### src/rtl/mult_div_unit.sv
// Multicycle signed multiply (radix-2 Booth) / divide (restoring) unit producing HI/LO.
// Optional macro MULTDIV_FAST_ZERO_EN: zero operands finish without iterating.
module mult_div_unit #(
    parameter int WIDTH = 32
) (
    input  logic             clk,
    input  logic             reset,
    input  logic             start,
    input  logic             op,
    input  logic [WIDTH-1:0] a,
    input  logic [WIDTH-1:0] b,
    output logic             busy,
    output logic             done,
    output logic             div_zero,
    output logic [WIDTH-1:0] hi,
    output logic [WIDTH-1:0] lo
);

    localparam int CW = $clog2(WIDTH + 1);

    typedef enum logic [2:0] {IDLE, MULT, DIV, FIX, DONE} stateT;

    stateT            state, nextState;
    logic [CW-1:0]    count;
    logic             lastStep;

    logic [WIDTH:0]   acc, mcand, boothSum, accStep;
    logic [WIDTH-1:0] q, qStep;
    logic             qm1, qm1Step;

    logic [WIDTH-1:0] rem, quo, divisor, remNext, quoNext, remFix, quoFix, aMag, bMag;
    logic [WIDTH:0]   remShift, remDiff;
    logic             aNeg, bNeg, zeroArmed;

    logic             startDivZero, fastZero;
    logic             busyNext, doneNext, divZeroNext;

    assign startDivZero = op && (b == '0);
`ifdef MULTDIV_FAST_ZERO_EN
    // Divide-by-zero wins over the zero shortcut so the flag is still reported.
    assign fastZero = !startDivZero && ((a == '0) || (!op && (b == '0)));
`else
    assign fastZero = 1'b0;
`endif

    assign lastStep = (count == CW'(1));
    assign aMag     = a[WIDTH-1] ? -a : a;
    assign bMag     = b[WIDTH-1] ? -b : b;

    // State register
    // NOTE: sequential state uses non-blocking assignments so every flop samples pre-edge values.
    always_ff @(posedge clk or negedge reset) begin
        if (!reset) state <= IDLE;
        else        state <= nextState;
    end

    // Next-state logic
    // NOTE: default assignment first so no path leaves nextState unassigned (no latch).
    always_comb begin
        nextState = state;
        unique case (state)
            IDLE: if (start) begin
                if (startDivZero || fastZero) nextState = DONE;
                else if (op)                  nextState = DIV;
                else                          nextState = MULT;
            end
            MULT:    if (lastStep) nextState = DONE;
            DIV:     if (lastStep) nextState = FIX;
            FIX:     nextState = DONE;
            DONE:    nextState = IDLE;
            default: nextState = IDLE;
        endcase
    end

    // Output logic; busy/done/div_zero are registered from these.
    always_comb begin
        busyNext    = 1'b0;
        doneNext    = 1'b0;
        divZeroNext = 1'b0;
        busyNext    = (nextState == MULT) || (nextState == DIV) || (nextState == FIX);
        doneNext    = (state == DONE);
        divZeroNext = (state == DONE) && zeroArmed;
    end

    // Booth step: add/subtract per {q0, q-1}, then arithmetic shift of {acc, q, q-1}.
    always_comb begin
        boothSum = acc;
        unique case ({q[0], qm1})
            2'b01:   boothSum = acc + mcand;
            2'b10:   boothSum = acc - mcand;
            default: boothSum = acc;
        endcase
        {accStep, qStep, qm1Step} = {boothSum[WIDTH], boothSum, q};
    end

    // Restoring step on magnitudes; the remainder always stays below the divisor.
    always_comb begin
        remShift = {rem, quo[WIDTH-1]};
        remDiff  = remShift - {1'b0, divisor};
        if (remDiff[WIDTH]) begin
            remNext = remShift[WIDTH-1:0];
            quoNext = {quo[WIDTH-2:0], 1'b0};
        end else begin
            remNext = remDiff[WIDTH-1:0];
            quoNext = {quo[WIDTH-2:0], 1'b1};
        end
        quoFix = (aNeg ^ bNeg) ? -quo : quo;
        remFix = aNeg ? -rem : rem;
    end

    always_ff @(posedge clk or negedge reset) begin
        if (!reset) begin
            busy      <= 1'b0;
            done      <= 1'b0;
            div_zero  <= 1'b0;
            hi        <= '0;
            lo        <= '0;
            acc       <= '0;
            mcand     <= '0;
            q         <= '0;
            qm1       <= 1'b0;
            rem       <= '0;
            quo       <= '0;
            divisor   <= '0;
            aNeg      <= 1'b0;
            bNeg      <= 1'b0;
            zeroArmed <= 1'b0;
            count     <= '0;
        end else begin
            busy     <= busyNext;
            done     <= doneNext;
            div_zero <= divZeroNext;
            unique case (state)
                IDLE: if (start) begin
                    mcand     <= {a[WIDTH-1], a};
                    acc       <= '0;
                    q         <= b;
                    qm1       <= 1'b0;
                    rem       <= '0;
                    quo       <= aMag;
                    divisor   <= bMag;
                    aNeg      <= a[WIDTH-1];
                    bNeg      <= b[WIDTH-1];
                    zeroArmed <= startDivZero;
                    count     <= CW'(WIDTH);
                    if (fastZero) begin
                        hi <= '0;
                        lo <= '0;
                    end
                end
                MULT: begin
                    acc   <= accStep;
                    q     <= qStep;
                    qm1   <= qm1Step;
                    count <= count - CW'(1);
                    if (lastStep) begin
                        hi <= accStep[WIDTH-1:0];
                        lo <= qStep;
                    end
                end
                DIV: begin
                    rem   <= remNext;
                    quo   <= quoNext;
                    count <= count - CW'(1);
                end
                FIX: begin
                    hi <= remFix;
                    lo <= quoFix;
                end
                DONE:    zeroArmed <= 1'b0;
                default: ;
            endcase
        end
    end

endmodule

### config.mk
export PLATFORM = sky130hd
export DESIGN_NAME = mult_div_unit
export DESIGN_NICKNAME = d
export VERILOG_FILES = /design/src/rtl/mult_div_unit.sv
export SDC_FILE = /design/constraint.sdc
export NUM_CORES = 1
export LEC_CHECK = 0
export CAP_MARGIN = 20
export CORE_MARGIN = 1.5
export CORE_UTILIZATION = 41
export DETAILED_ROUTE_END_ITERATION = 10
export GPL_TIMING_DRIVEN = 0
export PLACE_DENSITY_LB_ADDON = 0.05
export REMOVE_ABC_BUFFERS = 1
export SLEW_MARGIN = 30
export SYNTH_ARGS = -nofsm -noshare
export SYNTH_HDL_FRONTEND = slang
export SYNTH_SLANG_ARGS = --single-unit
### constraint.sdc
create_clock -name clk -period 11.1 [get_ports clk]
set_input_delay 1.11 -clock clk [delete_from_list [all_inputs] [get_ports clk]]
set_output_delay 1.11 -clock clk [all_outputs]
set_load 0.1 [all_outputs]
==> impl_metrics.tcl, run 1 <==
set metrics [dict create \
    clk_path_buf_depth 3 \
    ys_ff_latch 271 \
    synth.top_cell.area_share_pct 36.98 \
    drive_gt1_share_pct 5.963 \
    hpwl_um 45970 \
    rsz0062_at_grt "no" \
    crit_path_frequent_cell "nor2_1" \
    core_area_sq_mm 0.04422 \
    setup_viol_count_final 0 \
    rows 77 \
    synthSimpleGateAreaFrac_pct 19.61 \
    synth_cells 2246 \
    synth_area_leader_cell "dfrtp_1" \
    syn_avg_cell_area_sq_um 8.165 \
    wl_um 61180 \
    die_h_um 214.5 \
    root_buffer "clkbuf_16" \
    htree_levels 2 \
    finalInstanceArea_sq_mm 0.02162 \
    diodes 0 \
    slowest_delay_ps 570 \
    endpoint_kind "flop" \
    synth-seq-area-share_pct 36.98 \
    synth_area_sq_mm 0.01834 \
    finalMaxSlewViolations 0 \
    synth_fa_ha_area_share_pct 5.131 \
    yosys_warnings 0 \
    grt_pass1_vias 16520 \
    globalRouteTotalUtil_pct 26.58 \
    final_hold_viol_count 0 \
    ctsResizeCount 0 \
    clk_latency_ps 560 \
    min_period_ps 4891 \
    cts_setup_buffers 0 \
    synth_flop_cell "dfrtp_1" \
    first_pass_iters 5 \
    ys_types 72 \
    drv_cap 0 \
    io_buffers 134 \
    worst_pin_slew_ps 983.2 \
    dr_total_vias 16860 \
    synth_top_family_by_area "compound AO/OA/AOI/OAI gates" \
    r2r_cells 17 \
    cts_tree "yes" \
    crit_path_start_kind "flop" \
    grt_max_degree 82 \
    critPathMaxFanout 6 \
    slew-limit-headroom_pct 34.25 \
    grt_remaining_overflow 0 \
    min_path_type "input port to asynchronous set/reset pin" \
    critPathSlowestCell "or4_4" \
    placed_cell_area_sq_mm 0.02052 \
    clock_sinks 271 \
    crit_path_cell_trace "or4_4 -> nor3_1 -> nand2_1 -> nor3_1 -> nand2_1 -> nor2_1 -> nor2_1 -> xnor2_1 -> ha_1 -> a21oi_1 -> o21ai_0 -> nor2_1 -> a31oi_1 -> a221oi_1 -> o21ai_0 -> mux2_2 -> a32o_1" \
    gp_congestion 0.8686 \
    synth_edf_count 0 \
    area_growth_pct 17.87 \
    status "completed" \
    async_reset_ff_share_pct 100.0 \
    synthTopCellsByArea "dfrtp_1, nand2_1, o21ai_0, xor2_1, ha_1" \
    critical_path_required_ps 11550 \
    cts_made_buffers 34 \
    synthMuxAreaShare_pct 2.231 \
    synthXorXnorAreaFrac_pct 9.552 \
    vias_per_cell 5.733 \
    max_freq_mhz 204.5 \
    start_util_pct 41.47 \
    period_share_pct 44.06 \
    clk_pin_slew_ps 60 \
    synth_compound_area_share_pct 22.28 \
    synth.most_common_cell "nand2_1" \
    drt_iter0_markers 1286 \
    ioPinCount 135 \
    antenna_found_initial 3 \
    fp.dieW_um 214.5 \
    fin_nets 2466 \
    crit_arrival_ps 5340 \
    hold_buffers 0 \
    die_area_sq_mm 0.04601 \
    synth_common_cells "nand2_1, dfrtp_1, o21ai_0, nor2_1, a21oi_1" \
    routedWlPerCell_um 20.81 \
    clock_skew_ps 22.53 \
    path_class "flop to flop" \
    grt_pass1_wl_um 96460 \
    fillers 4314 \
    ant_nets 0 \
    drc 0 \
]
## cell families after synthesis
logic type               after synthesis
XOR/XNOR                             200
multiplexers                          40
buffers and inverters                203
adder cells (fa/ha/maj)               74
AND/OR/NAND/NOR                      808
flip-flops                           271
AO/OA/AOI/OAI                        650
## state kept, by name, indices dropped and copies added (netlist names)
signal,count
acc,32
q,32
bNeg,1
busy,1
qm1,1
count,6
divisor,32
rem,32
lo,32
zeroArmed,1
state,3
div_zero,1
quo,32
done,1
mcand,32
hi,32
## layer usage
metal	up-vias	part of all wire [%]	GRT usage (%)	wire, um
li1	8136	-	-	-
met1	8190	46	36.60	28310
met2	429	45	42.35	27790
met5	-	0.078	0	48
met4	6	3.1	8.286	1869
met3	95	5.2	4.837	3161
## critical path, delay by kind of cell (launching register included)
kind | cells | cell delay (ps)
muxes | 1 | 340
xor gates and xnor gates | 1 | 230
and+or+nand+nor | 8 | 1910
AOI/OAI and AO/OA | 6 | 1540
DFF | 1 | 410
adders and majority gates | 1 | 340
## path summary, 6_finish.rpt
| check | from | slack (ps) | end |
|---|---|---|---|
| max | mcand[8]$_DFFE_PN0P_ | 6210 | acc[29]$_DFFE_PN0P_ |
| min | reset | 430 | rem[18]$_DFFE_PN0P_ |
| max reg2reg | mcand[8]$_DFFE_PN0P_ | 6210 | acc[29]$_DFFE_PN0P_ |
| min reg2reg | count[5]$_DFFE_PN0P_ | 480 | count[5]$_DFFE_PN0P_ |
| max in group asynchronous | reset | 9540 | quo[18]$_DFFE_PN0P_ |
| min in group clk | count[5]$_DFFE_PN0P_ | 480 | count[5]$_DFFE_PN0P_ |
## stage by stage
stage,hold WS (ps),setup slack (ps),std cells,TNS (ps),utilization [%]
floorplan,447.0,-434.1,2116,-17020,-
global placement,462.5,-12190,2842,-2075800,45.05
detailed placement,470.8,6223,2880,0,46.39
CTS,432.7,6209,2940,0,48.88
global route,439.9,5786,2940,0,48.88
finish,432.3,6209,2940,0,48.88
## cell type report
cell class                 instances  area (sq um)  area share (%)
sequential                       271          6783           31.38
clock inverter                    12         115.1          0.5325
clock buffer                      48         984.7           4.555
inverter                          73         274.0           1.268
timing repair buffer             172          1847           8.544
tap                              592         740.7           3.427
multi-input combinational       1772         10870           50.30
## layout by cell type (no fill, tap or decap), drive strengths merged, types with 4 or more instances in the layout
master           n
o31ai           40
a211oi          12
o21ai          223
nand3           44
a2111oi          4
clkinv           8
mux2i           33
inv             73
nand4           16
ha              72
nand2b          17
a22oi           44
dfrtp          271
xnor2           94
o41ai           21
nor4            21
clkdlybuf4s50  131
buf             41
a31oi           65
xor2           106
mux2             7
and3            11
o21a             7
or3             23
a41oi           11
nand3b           6
o21bai          12
nor2b           10
a21o            22
a22o            18
a21boi           5
and2            10
o211ai          15
nor2           163
or4             19
nor3            32
o22ai            6
clkbuf          48
nand2          426
a21oi          119
Power of run 1 is not shown: default switching activity piles up to over one toggle a cycle in this logic, so the estimate is an artifact.
==> run 2: changes to the inputs <==
==> constraint.sdc (replaced) <==
create_clock -name clk -period 4.7 [get_ports clk]
set_input_delay 0.47 -clock clk [delete_from_list [all_inputs] [get_ports clk]]
set_output_delay 0.47 -clock clk [all_outputs]
set_load 0.1 [all_outputs]
==> impl_metrics.tcl, run 2 (same netlist as run 1, synthesis figures left out) <==
set metrics [dict create \
    fp.dieW_um 214.5 \
    drive_gt1_share_pct 6.675 \
    hpwl_um 45970 \
    drt_iter0_markers 1392 \
    globalRouteTotalUtil_pct 26.59 \
    slowest_delay_ps 580 \
    routedWlPerCell_um 20.82 \
    drc 0 \
    min_path_type "input port to asynchronous set/reset pin" \
    clk_path_buf_depth 3 \
    reg2reg_setup_slack_ps 240 \
    ant_nets 0 \
    vias_per_cell 5.726 \
    crit_arrival_ps 4900 \
    path_class "flop to flop" \
    grt_remaining_overflow 0 \
    first_pass_iters 6 \
    clk_latency_ps 560 \
    rows 77 \
    crit_buf_inv 0 \
    r2r_cells 14 \
    cts_made_buffers 34 \
    final_core_util_pct 49.16 \
    final_common_cell "nand2_1" \
    rsz0062_at_grt "yes" \
    final_hold_viol_count 0 \
    htree_levels 2 \
    clock_skew_ps 25.64 \
    critical_path_required_ps 5140 \
    root_buffer "clkbuf_16" \
    diodes 0 \
    finalMaxSlewViolations 0 \
    rr_endpoint "acc[31]$_DFFE_PN0P_" \
    die_area_sq_mm 0.04601 \
    cp_top_family "compound AO/OA/AOI/OAI gates" \
    setup_viol_count_final 0 \
    clk_pin_slew_ps 60 \
    fillers 4308 \
    gp_congestion 0.8686 \
    grt_pass1_wl_um 96500 \
    period_share_pct 94.84 \
    antenna_found_initial 3 \
    dr_total_vias 16860 \
    start_util_pct 41.47 \
    worst_pin_slew_ps 982.8 \
    crit_path_cell_trace "or4_4 -> or3_4 -> o31ai_1 -> xor2_1 -> ha_1 -> nand2_1 -> o21ai_0 -> a21oi_2 -> a21oi_1 -> o211ai_1 -> o211ai_1 -> xnor2_2 -> o21a_1 -> o31a_1" \
    core_area_sq_mm 0.04422 \
    wl_um 61310 \
    io_buffers 134 \
    min_period_ps 4457 \
    critPathMaxFanout 4 \
    endpoint_kind "flop" \
    drv_cap 0 \
    cts_tree "yes" \
    die_h_um 214.5 \
    crit_path_start_kind "flop" \
    fin_nets 2470 \
    final_cell_mix "nand2_1, dfrtp_1, o21ai_0" \
    ioPinCount 135 \
    clock_sinks 271 \
    area_growth_pct 18.54 \
    grt_max_degree 82 \
    status "completed" \
    crit_path_frequent_cell "o211ai_1" \
    max_freq_mhz 224.3 \
    r2r-start "mcand[8]$_DFFE_PN0P_" \
    slew-limit-headroom_pct 34.28 \
    critPathSlowestCell "or4_4" \
    grt_pass1_vias 16530 \
]
-- run 2: how the worst max path moves through the flow --
stage	startpoint	depth (start not counted)	slack (ps)	end
after floorplan	state[0]$_DFF_PN0_	4	-6290	quo[10]$_DFFE_PN0P_
after global placement	start	5	-17950	quo[9]$_DFFE_PN0P_
after detailed placement	mcand[8]$_DFFE_PN0P_	17	-180	acc[29]$_DFFE_PN0P_
after CTS	mcand[8]$_DFFE_PN0P_	17	30	acc[29]$_DFFE_PN0P_
after global routing	mcand[14]$_DFFE_PN0P_	16	-40	hi[28]$_DFFE_PN0P_
final	mcand[8]$_DFFE_PN0P_	14	240	acc[31]$_DFFE_PN0P_
-- run 2: layout make-up --
| type | count | area [sq um] | share of cell area [%] |
|---|---|---|---|
| sequential | 271 | 6783 | 31.20 |
| tap | 592 | 740.7 | 3.407 |
| multi-input combinational | 1772 | 10960 | 50.43 |
| timing repair buffer | 176 | 1879 | 8.645 |
| clock inverter | 12 | 115.1 | 0.5295 |
| clock buffer | 48 | 984.7 | 4.529 |
| inverter | 73 | 274.0 | 1.260 |
-- run 2: metrics by stage --
stage | area (sq um) | cells | hold slack, ps | setup TNS (ps) | setup slack, ps
after global placement | 19920 | 2842 | 462.5 | -4635540 | -17950
after detailed placement | 20520 | 2880 | 368.9 | -917.8 | -177.3
after CTS | 21640 | 2941 | 391.3 | 0 | 26.36
after global routing | 21740 | 2944 | 414.0 | -40.55 | -40.55
after floorplan | 17840 | 2116 | 174.4 | -700380 | -6289
final | 21740 | 2944 | 388.2 | 0 | 242.6
-- run 2: layer usage --
metal / GRT usage (%) / wire length [um] / vias to the layer above / share of wire (%)
met5: 0 / 43 / - / 0.070
met4: 8.521 / 1940 / 6 / 3.2
met3: 4.823 / 3046 / 95 / 5.0
met2: 42.27 / 27850 / 447 / 45
met1: 36.61 / 28430 / 8173 / 46
li1: - / - / 8136 / -
-- run 2: timing repair --
| item | CTS | global route |
|---|---|---|
| pin swaps | 1 | 2 |
| setup endpoints to repair | 11 | 15 |
| hold buffers | 1 | 0 |
| gates resized for setup | 2 | 18 |
| setup buffers | 0 | 3 |
| hold endpoints to repair | 35 | 0 |
Power of run 2 is left out for the same reason.
==> run 3: changes to the inputs <==
--- a/config.mk
+++ b/config.mk
@@ -6,8 +6,8 @@
 export NUM_CORES = 1
 export LEC_CHECK = 0
 export CAP_MARGIN = 20
-export CORE_MARGIN = 1.5
-export CORE_UTILIZATION = 41
+export CORE_MARGIN = 2
+export CORE_UTILIZATION = 58
 export DETAILED_ROUTE_END_ITERATION = 10
 export GPL_TIMING_DRIVEN = 0
 export PLACE_DENSITY_LB_ADDON = 0.05
==> impl_metrics.tcl, run 3 (same netlist as run 1, synthesis figures left out) <==
set metrics [dict create \
    vias_per_cell 6.305 \
    core_area_sq_mm 0.03131 \
    root_buffer "clkbuf_16" \
    die_area_sq_mm 0.03306 \
    tns_ps 0 \
    hpwl_um 42540 \
    path_class "flop to flop" \
    clock_skew_ps 28.18 \
    holdWs_ps 439.2 \
    crit_arrival_ps 4840 \
    slew-limit-headroom_pct 31.65 \
    grt_pass1_vias 16470 \
    max_freq_mhz 226.4 \
    routedWlPerCell_um 20.85 \
    dp.cells 2692 \
    io_buffers 134 \
    first_pass_iters 6 \
    final_hold_viol_count 0 \
    worst_pin_slew_ps 1022 \
    dr_total_vias 17380 \
    drv_cap 0 \
    crit_path_start_kind "flop" \
    drt_iter0_markers 1627 \
    grt_remaining_overflow 0 \
    gp_congestion 0.8975 \
    cts_tree "yes" \
    drc 0 \
    ioPinCount 135 \
    clk_path_buf_depth 3 \
    fin_nets 2472 \
    min_path_type "input port to flop" \
    clock_sinks 271 \
    min_period_ps 4416 \
    diodes 0 \
    period_share_pct 93.97 \
    final_common_cell "nand2_1" \
    setup_viol_count_final 0 \
    status "completed" \
    htree_levels 2 \
    critical_path_required_ps 5130 \
    antenna_found_initial 0 \
    drive_gt1_share_pct 6.924 \
    ant_nets 0 \
    stdcell_count 2756 \
    rows 65 \
    area_growth_pct 17.75 \
    wl_um 57470 \
    clk_pin_slew_ps 60 \
    critPathMaxFanout 5 \
    grt_max_degree 85 \
    die_h_um 181.8 \
    grt_pass1_wl_um 91310 \
    final_cell_mix "nand2_1, dfrtp_1, o21ai_0" \
    fp.dieW_um 181.8 \
    globalRouteTotalUtil_pct 34.85 \
    start_util_pct 58.57 \
    endpoint_kind "flop" \
    finalMaxSlewViolations 0 \
    clk_latency_ps 540 \
    cts_made_buffers 34 \
]
==> run 3: worst paths after layout <==
path / from / to / slack [ps] / cells after the start
setup / recovery: mcand[7]$_DFFE_PN0P_ / acc[31]$_DFFE_PN0P_ / 280 / 16
hold reg to reg: divisor[21]$_DFFE_PN0P_ / divisor[21]$_DFFE_PN0P_ / 480 / 2
setup reg to reg: mcand[7]$_DFFE_PN0P_ / acc[31]$_DFFE_PN0P_ / 280 / 16
min in group asynchronous: reset / rem[12]$_DFFE_PN0P_ / 490 / 2
max in group asynchronous: reset / count[1]$_DFFE_PN0P_ / 3370 / 3
hold / removal: a[31] / mcand[31]$_DFFE_PN0P_ / 440 / 3
==> run 3: layout make-up <==
type                            count  area (sq um)
Fill cell                        2617          9718
Multi-Input combinational cell   1772         10930
Clock buffer                       43         935.9
Inverter                           73         274.0
Clock inverter                     17         292.8
Timing Repair Buffer              178          1874
Tap cell                          402         503.0
Sequential cell                   271          6783
==> run 3: repair_timing <==
item | in CTS | in global routing
setup buffers | 0 | 3
endpoints found under the hold margin | 68 | 0
setup endpoints to repair | 8 | 16
resized for setup | 2 | 13
pin swaps | 0 | 4
hold buffers | 1 | 0
==> run 3: metal layers <==
layer  wire length [um]  GRT usage (%)  part of all wire [%]  vias to the layer above
li1                   -              -                     -                     8156
met1              24970          48.19                    43                     8428
met2              26830          56.46                    47                      683
met3               3916          5.114                   6.8                      109
met4               1758          11.48                   3.1                        0
met5                  0              0                     0                        -
==> run 3: stage by stage <==
| stage | util, % | area [sq um] | setup WS (ps) |
|---|---|---|---|
| after floorplan | - | 17840 | -6289 |
| after global placement | 62.87 | 19680 | -17670 |
| after detailed placement | 64.78 | 20280 | -216.8 |
| after CTS | 68.77 | 21530 | 54.56 |
| after global routing | 68.96 | 21590 | -21.35 |
| final | 68.96 | 21590 | 283.6 |
==> run 3: worst max-delay path: stages, from the launching register on <==
cell	delay [ps]
dfrtp_1	430
or4_4	560
or3_4	360
nor4_4	210
buf_4	210
a21oi_1	80
xnor2_1	310
ha_1	340
inv_1	140
o21ai_0	110
a21oi_1	320
o21ai_0	170
a221oi_1	280
o211ai_1	190
xnor2_2	210
o21a_1	190
o31a_1	230
Power of run 3 is left out for the same reason.
